==> src/rtl/wb_dbg_pkg.sv <==
// Shared types and byte codes for the UART-to-Wishbone debug master.
package wb_dbg_pkg;

    // Bridge control states.
    typedef enum logic [2:0] {
        IDLE = 3'd0,
        ADDR = 3'd1,
        DATA = 3'd2,
        REQ  = 3'd3,
        WAIT = 3'd4,
        RESP = 3'd5
    } state_e;

    // Command opcodes.
    localparam logic [7:0] OP_WR = 8'h57;
    localparam logic [7:0] OP_RD = 8'h52;

    // Response status bytes.
    localparam logic [7:0] ST_OK  = 8'h4B;
    localparam logic [7:0] ST_ERR = 8'h45;
    localparam logic [7:0] ST_TMO = 8'h54;
    localparam logic [7:0] ST_BAD = 8'h3F;

    // True for a byte that starts a valid command frame.
    function automatic logic is_opcode(input logic [7:0] b);
        return (b == OP_WR) || (b == OP_RD);
    endfunction

endpackage

==> src/rtl/wb_uart_dbg_master.sv <==
// Byte-stream command decoder driving a single-outstanding Wishbone
// pipelined master; answers each frame with a status byte (+ read data).
module wb_uart_dbg_master
    import wb_dbg_pkg::*;
#(
    parameter int unsigned ACK_TIMEOUT = 1024,
    parameter int unsigned RX_TIMEOUT  = 100000,
    parameter int unsigned CNT_W       = 20
) (
    input  logic        wb_clk_i,
    input  logic        wb_rst_ni,
    input  logic [7:0]  rx_dat_i,
    input  logic        rx_vld_i,
    output logic        rx_rdy_o,
    output logic [7:0]  tx_dat_o,
    output logic        tx_vld_o,
    input  logic        tx_rdy_i,
    output logic        wbm_cyc_o,
    output logic        wbm_stb_o,
    output logic        wbm_we_o,
    output logic [31:0] wbm_adr_o,
    output logic [31:0] wbm_dat_o,
    output logic [3:0]  wbm_sel_o,
    input  logic [31:0] wbm_dat_i,
    input  logic        wbm_ack_i,
    input  logic        wbm_err_i,
    input  logic        wbm_stall_i,
    output logic        busy_o
);

    // Last counter value before an abort; the shared counter serves both
    // the bus-response timeout and the inter-byte timeout.
    localparam logic [CNT_W-1:0] ACK_LAST = CNT_W'(ACK_TIMEOUT - 1);
    localparam logic [CNT_W-1:0] RX_LAST  = CNT_W'(RX_TIMEOUT - 1);

    state_e           state_q, state_d;
    logic             we_q, we_d;
    logic [31:0]      adr_q, adr_d;
    logic [31:0]      wdat_q, wdat_d;
    logic [31:0]      rdat_q, rdat_d;
    logic [7:0]       status_q, status_d;
    logic [1:0]       idx_q, idx_d;
    logic [2:0]       txi_q, txi_d;
    logic [CNT_W-1:0] cnt_q, cnt_d;
    logic             out_en_q;
    logic             rx_fire;
    logic             tx_fire;
    logic [7:0]       tx_byte;

    // rx_rdy_o is qualified by out_en_q so it reads 0 while reset is held,
    // even though the state register already sits in IDLE.
    assign rx_rdy_o  = out_en_q &&
                       ((state_q == IDLE) || (state_q == ADDR) || (state_q == DATA));
    assign rx_fire   = rx_vld_i && rx_rdy_o;
    assign tx_vld_o  = (state_q == RESP);
    assign tx_fire   = tx_vld_o && tx_rdy_i;
    assign tx_dat_o  = tx_byte;
    assign wbm_cyc_o = (state_q == REQ) || (state_q == WAIT);
    assign wbm_stb_o = (state_q == REQ);
    assign wbm_we_o  = wbm_cyc_o && we_q;
    assign wbm_sel_o = wbm_cyc_o ? 4'hF : 4'h0;
    assign wbm_adr_o = adr_q;
    assign wbm_dat_o = wdat_q;
    assign busy_o    = (state_q != IDLE);

    // Response byte select: status first, then read data MSB first.
    always_comb begin
        case (txi_q)
            3'd1:    tx_byte = rdat_q[31:24];
            3'd2:    tx_byte = rdat_q[23:16];
            3'd3:    tx_byte = rdat_q[15:8];
            3'd4:    tx_byte = rdat_q[7:0];
            default: tx_byte = status_q;
        endcase
    end

    // Frame decode, bus request and response sequencing.
    always_comb begin
        state_d  = state_q;
        we_d     = we_q;
        adr_d    = adr_q;
        wdat_d   = wdat_q;
        rdat_d   = rdat_q;
        status_d = status_q;
        idx_d    = idx_q;
        txi_d    = txi_q;
        cnt_d    = cnt_q;
        case (state_q)
            IDLE: begin
                if (rx_fire) begin
                    if (is_opcode(rx_dat_i)) begin
                        we_d    = (rx_dat_i == OP_WR);
                        idx_d   = 2'd0;
                        cnt_d   = '0;
                        state_d = ADDR;
                    end else begin
                        status_d = ST_BAD;
                        txi_d    = 3'd0;
                        state_d  = RESP;
                    end
                end
            end
            ADDR: begin
                if (rx_fire) begin
                    adr_d = {adr_q[23:0], rx_dat_i};
                    idx_d = idx_q + 2'd1;
                    cnt_d = '0;
                    if (idx_q == 2'd3) begin
                        state_d = we_q ? DATA : REQ;
                    end
                end else if (cnt_q == RX_LAST) begin
                    state_d = IDLE;
                end else begin
                    cnt_d = cnt_q + 1'b1;
                end
            end
            DATA: begin
                if (rx_fire) begin
                    wdat_d = {wdat_q[23:0], rx_dat_i};
                    idx_d  = idx_q + 2'd1;
                    cnt_d  = '0;
                    if (idx_q == 2'd3) begin
                        state_d = REQ;
                    end
                end else if (cnt_q == RX_LAST) begin
                    state_d = IDLE;
                end else begin
                    cnt_d = cnt_q + 1'b1;
                end
            end
            REQ: begin
                // A response in the acceptance cycle itself skips WAIT.
                if (!wbm_stall_i) begin
                    cnt_d = '0;
                    txi_d = 3'd0;
                    if (wbm_err_i) begin
                        status_d = ST_ERR;
                        state_d  = RESP;
                    end else if (wbm_ack_i) begin
                        status_d = ST_OK;
                        if (!we_q) begin
                            rdat_d = wbm_dat_i;
                        end
                        state_d = RESP;
                    end else begin
                        state_d = WAIT;
                    end
                end
            end
            WAIT: begin
                txi_d = 3'd0;
                if (wbm_err_i) begin
                    status_d = ST_ERR;
                    state_d  = RESP;
                end else if (wbm_ack_i) begin
                    status_d = ST_OK;
                    if (!we_q) begin
                        rdat_d = wbm_dat_i;
                    end
                    state_d = RESP;
                end else if (cnt_q == ACK_LAST) begin
                    status_d = ST_TMO;
                    state_d  = RESP;
                end else begin
                    cnt_d = cnt_q + 1'b1;
                end
            end
            RESP: begin
                if (tx_fire) begin
                    if (!we_q && (status_q == ST_OK) && (txi_q != 3'd4)) begin
                        txi_d = txi_q + 3'd1;
                    end else begin
                        state_d = IDLE;
                    end
                end
            end
            default: state_d = IDLE;
        endcase
    end

    // State and datapath registers; reset drops any bus cycle at once.
    always_ff @(posedge wb_clk_i or negedge wb_rst_ni) begin
        if (!wb_rst_ni) begin
            state_q  <= IDLE;
            we_q     <= 1'b0;
            adr_q    <= '0;
            wdat_q   <= '0;
            rdat_q   <= '0;
            status_q <= '0;
            idx_q    <= '0;
            txi_q    <= '0;
            cnt_q    <= '0;
        end else begin
            state_q  <= state_d;
            we_q     <= we_d;
            adr_q    <= adr_d;
            wdat_q   <= wdat_d;
            rdat_q   <= rdat_d;
            status_q <= status_d;
            idx_q    <= idx_d;
            txi_q    <= txi_d;
            cnt_q    <= cnt_d;
        end
    end

    // Enables byte acceptance from the first clock edge after reset release.
    always_ff @(posedge wb_clk_i or negedge wb_rst_ni) begin
        if (!wb_rst_ni) begin
            out_en_q <= 1'b0;
        end else begin
            out_en_q <= 1'b1;
        end
    end

endmodule

==> config.mk <==
export PLATFORM = sky130hd
export DESIGN_NAME = wb_uart_dbg_master
export DESIGN_NICKNAME = d
export VERILOG_FILES = /design/src/rtl/wb_dbg_pkg.sv /design/src/rtl/wb_uart_dbg_master.sv
export SDC_FILE = /design/constraint.sdc
export NUM_CORES = 1
export LEC_CHECK = 0
export CAP_MARGIN = 40
export CORE_MARGIN = 5
export CORE_UTILIZATION = 45
export DETAILED_ROUTE_END_ITERATION = 8
export HOLD_SLACK_MARGIN = 0.05
export PLACE_DENSITY = 0.82
export RECOVER_POWER = 50
export SLEW_MARGIN = 10
export SYNTH_ARGS = -nofsm -noshare
export SYNTH_HDL_FRONTEND = slang
export SYNTH_SLANG_ARGS = --single-unit
==> constraint.sdc <==
create_clock -name wb_clk_i -period 2.9 [get_ports wb_clk_i]
set_input_delay 0.58 -clock wb_clk_i [delete_from_list [all_inputs] [get_ports wb_clk_i]]
set_output_delay 0.58 -clock wb_clk_i [all_outputs]
set_load 0.02 [all_outputs]
-- Word-level counts from Yosys, hierarchy flattened
Cells that the tools add are included.
W data, S select, Z words.
- add/sub/neg operators: 3
- equal/unequal tests: 32
- mux-type cells: 52
- reduce and logical (&&, ||, !) cells: 28
- operator list (operator ; number):
    $mux W20 ; 8
    $mux W32 ; 4
    $pmux W20 S4 ; 1
    $mux W8 ; 8
    $pmux W32 S2 ; 1
    $mux W3 ; 18
    $pmux W8 S4 ; 1
    $eq A8 B7 Y1 const B ; 3
    $pmux W8 S3 ; 1
    $add A20 B1 Y20 const B ; 1
    $eq A20 B10 Y1 const B ; 1
    $eq A20 B17 Y1 const B ; 1
    $pmux W3 S6 ; 1
    $ne A2 B2 Y1 const B ; 7
    $eq A3 B2 Y1 const B ; 4
    $pmux W3 S4 ; 1
    $reduce_and A6 Y1 ; 2
    $eq A3 B3 Y1 const B ; 3
    $ne A2 B1 Y1 const B ; 4
    $reduce_and A8 Y1 ; 1
    $reduce_bool A4 Y1 ; 2
    $reduce_and A7 Y1 ; 1
    $eq A3 B1 Y1 const B ; 2
    $logic_and A1 B1 Y1 ; 6
    other kinds (20) ; 33
- flip-flop bits (word level): 134
- output and inout bits: 82
- word-level logic and storage cells: 125

-- Logic depth before layout (Yosys ltp)
Gate-level depths: netlist (run 1).
- word-level depth: 7
- gate-level depth with buffers: 9
- gate-level depth less buffers: 8

-- Worst setup path before layout (run 1)
OpenSTA, ideal clock, no wires.
- path type: input to register
- start point: input port rx_dat_i[5]
- end point: register cnt_q[5]
- setup time: 0.067 ns
- arrival time: 2.385 ns
- required time: 2.833 ns
- setup slack: 0.448 ns
- cell stages on the path: 7
- path buffers: 1
- path through: and4bb_2 > nand3_1 > a221o_1 > or2_1 > buf_6 > or4_2 > nand2_1
- longest elaborated chain between the ends: 4
- RTL lines (element ; line ; text):
    start: declaration ; wb_uart_dbg_master.sv:12 ; input logic [7:0] rx_dat_i,
    $eq A8 B7 Y1 ; wb_dbg_pkg.sv:26 ; return (b == OP_WR) || (b == OP_RD);
    $logic_or A1 B1 Y1 * ; wb_dbg_pkg.sv:26 ;
    $ne A2 B1 Y1 (no line) * ; n/a ;
    $reduce_and A8 Y1 (no line) * ; n/a ;
    end signal: assignment ; wb_uart_dbg_master.sv:202 ; cnt_q <= cnt_d;
    end: declaration ; wb_uart_dbg_master.sv:44 ; logic [CNT_W-1:0] cnt_q, cnt_d;
Mark *: on every way between the ends. The rest lies on a longest branch, timed or not.
A chain may end at the register's enable or synchronous reset.

-- Worst setup path in the final report (run 1)
- start point: register txi_q[0]
- end point: output port tx_dat_o[4]
- longest elaborated chain between the ends: 2
- RTL lines (element ; line ; text):
    start: declaration ; wb_uart_dbg_master.sv:43 ; logic [2:0] txi_q, txi_d;
    start signal: assignment ; wb_uart_dbg_master.sv:201 ; txi_q <= txi_d;
    $eq A3 B3 Y1, or another cell as far along ; wb_uart_dbg_master.sv:68 ; case (txi_q)
    $pmux W8 S4 * ; wb_uart_dbg_master.sv:68 ;
    end: declaration ; wb_uart_dbg_master.sv:15 ; output logic [7:0] tx_dat_o,
Marks and branches as above.

==> metrics.md, run 1 <==
| Metric | Value |
|---|---|
| Area growth, synth to finish | `36.5%` |
| # fillers | `1017` |
| # diodes | `0` |
| First-pass DRT Iterations | `5` |
| Cell Count, Final, Fillers Out | `848` |
| Power density over the cells | `989 nW/um2` |
| Tightest Pin Transition | `1.18 ns` |
| Drt first-iter violations | `428` |
| Main area contributors after synthesis | `dfrtp_1, mux2_2, a22oi_1` |
| Leakage power | `3.76 nW` |
| Clock power share | `0.261` |
| R2R setup slack | `0.23 ns` |
| Initial antenna violation count | `0` |
| Nets | `714` |
| Critical Path RT | `2.32 ns` |
| Core ar. | `13300 um2` |
| All-Layer GR Usage | `0.209` |
| Post-synthesis sequential area ratio | `0.537` |
| Sinks on Clock Net | `132` |
| Mapped Area | `6150 um2` |
| Share of layout cells above drive strength 1 | `0.307` |
| Ys Warns | `0` |
| Synth Instances | `507` |
| Fin. Hold Viols | `0` |
| Via density | `5.63` |
| Largest net degree at the start of global routing | `48` |
| Setup-failing EPs final | `0` |
| Nature of the critical path startpoint | `flip-flop` |
| Crit path kind | `flip-flop to output port` |
| FMAX | `346 MHz` |
| Flop pwr share | `0.345` |
| Row cnt | `42` |
| Worst vdd ir | `648 uV` |
| Sw Share | `0.353` |
| Initial Util | `0.461` |
| Min-Delay Path Class | `input port to asynchronous set/reset pin` |
| Final worst path period need | `2.89 ns` |
| Die width | `127 um` |
| Final Skew | `0.00556 ns` |
| Netlist cell types | `56` |
| CTS tree | `done` |
| Most frequent cells after synthesis | `dfrtp_1, mux2_2, nand2_1, nor2_1` |
| Max_slew headroom | `0.212` |
| Logic gate share of total power | `0.394` |
| Global-route wire length before repair | `26800 um` |
| Final HPWL DP | `11500 um` |
| FF+latch count, synth | `132` |
| Critical Path Fanout Max | `6` |
| Via count | `4775` |
| Clk_lat worst skew | `0.42 ns` |
| Critical Path Source | `txi_q[0]` |
| I/O pin count | `129` |
| Wire length per cell | `19.3 um` |
| Worst-path clk slew | `0.06 ns` |
| Worst R2R Path Depth | `8` |
| R2R Path End | `cnt_q[7]` |
| Internal power | `5.37 mW` |
| Routed WL | `16400 um` |
| Crit. End Element | `output port` |
| Vias in the first global route | `5074` |
| CP arrival | `2.31 ns` |
| Critical Path End | `tx_dat_o[4]` |
| RR Startpoint | `cnt_q[0]` |
| Remaining antenna violation count | `0` |
| Period Utilization, post-route | `0.998` |
| Die ar. | `16100 um2` |
| Die height | `127 um` |
| Top FF cell, synth | `dfrtp_1` |
| Fin util | `0.629` |
| Syn_area_per_cell | `12.1 um2` |
| Area leader, netlist | `dfrtp_1` |
| EDFF count, synth | `0` |
| IO Port Bufs | `128` |
| GPL Wtd Cong | `0.903` |
| DRC | `0` |
| Syn Nets | `561` |
| Remaining Overflow, GRT | `0` |
| Most common cell in the netlist | `dfrtp_1` |
| Top-area cell type share of the netlist area | `0.537` |
| Max_cap viols | `0` |
| Status | `finished, final reports clean` |
| H-Tree Depth | `4` |
| NetSw | `2.94 mW` |
| RSZ-0062 raised after global routing | `no` |
| Placed cells | `817` |
| CTS Buf Count | `17` |
| Slew Limit Fails | `0` |
| Async S/R FF share, synth | `1.00` |
| Clk root buf | `clkbuf_16` |
| Clock buffer depth | `2` |
-- power by group through the flow --
| stage | sequential [mW] | clock (mW) | combinational (mW) |
|---|---|---|---|
| 3_5_place_dp | 2.87 | 0 | 3.32 |
| 5_1_grt | 2.95 | 2.29 | 3.50 |
| 6_report | 2.87 | 2.17 | 3.27 |
| 2_1_floorplan | 3.08 | 0 | 1.66 |
| 3_3_place_gp | 2.83 | 0 | 3.23 |
| 4_1_cts | 2.86 | 2.20 | 3.31 |
-- layout by cell type (no fill, tap or decap), drive strengths merged, types with 4 or more instances in the layout --
master,Yosys,layout
nor2,25,25
a21oi,18,18
ha,7,7
nor3,11,11
and4,5,5
nand2,29,29
o211ai,5,5
or3,4,4
or4,6,6
clkbuf,19,24
inv,11,12
dlygate4sd3,0,30
and3,5,5
o31ai,6,6
buf,12,33
mux2,107,107
clkinv,0,9
a22oi,17,17
dfrtp,132,132
clkdlybuf4s50,0,88
o21ai,21,21
nand4,4,4
nand3,17,17
xnor2,7,7
-- worst max-delay path: stages, from the launching register on --
cell and delay, ns:
dfrtp_1 0.43, inv_1 0.08, ha_1 0.22, nor3_1 0.15
a21oi_1 0.07, nor2_1 0.10, buf_4 0.17, mux2_2 0.35
dlygate4sd2_1 0.32
-- registers in the layout, indices dropped and copies added (netlist names), 2 cells and up --
signal / count
txi_q: 3
rdat_q: 32
status_q: 6
state_q: 3
idx_q: 2
cnt_q: 20
wbm_adr_o: 32
wbm_dat_o: 32
-- routing by layer --
layer  GRT usage  routed length (um)
met2       0.345                8180
met1       0.253                6400
met4      0.0625                 237
met5           0                   0
met3      0.0820                1560
-- per-stage QoR --
step	TNS (ns)	worst slack, ns	total power [mW]	cell area [um2]	hold WS (ns)
5_1_grt	0	0.00106	8.74	8400	0.448
3_5_place_dp	-0.851	-0.166	6.19	7800	0.478
3_3_place_gp	-0.269	-0.0788	6.06	7800	0.466
6_report	0	0.00697	8.31	8400	0.358
2_1_floorplan	0	0.448	4.74	6150	0.284
4_1_cts	0	0.00804	8.37	8400	0.181
-- how the worst min path moves through the flow --
| stage | to | slack, ns |
|---|---|---|
| detailed placement | idx_q[0] | 0.48 |
| global placement | idx_q[0] | 0.47 |
| global route | wbm_adr_o[21] | 0.45 |
| finish | wbm_adr_o[21] | 0.36 |
| floorplan | cnt_q[0] | 0.28 |
| CTS | wbm_adr_o[21] | 0.18 |
-- what timing repair did --
item / in CTS / in global routing
resized for setup: 14 / 16
buffers inserted: 0 / 0
hold buffers: 0 / 0
endpoints found under the setup margin: 14 / 17
-- area by class of cell --
class	instances	area (um2)	area share
inverter	11	41.3	0.00492
clock inverter	13	159	0.0189
sequential	132	3310	0.394
timing repair buffer	165	1540	0.183
tap	176	220	0.0262
clock buffer	18	439	0.0523
multi-input combinational	333	2690	0.321
-- kinds of logic (layout without fill, tap and decap cells) --
logic type,after synthesis,count (layout),synth area share
xor gates and xnor gates,8,8,0.0114
and+or+nand+nor,127,127,0.114
buffers and inverters,42,207,0.0344
adders and majority gates,7,7,0.0142
other,1,1,0.000610
DFF,132,132,0.537
AOI/OAI and AO/OA,80,80,0.0877
muxes,110,110,0.201
(Power assumes the default switching activity.)
==> run 2: changes to the inputs <==
CTS_CLUSTER_DIAMETER = 120   (was default)
==> results of run 2 <==
Same layout as run 1: the final DEF is identical, and so are final timing and power.
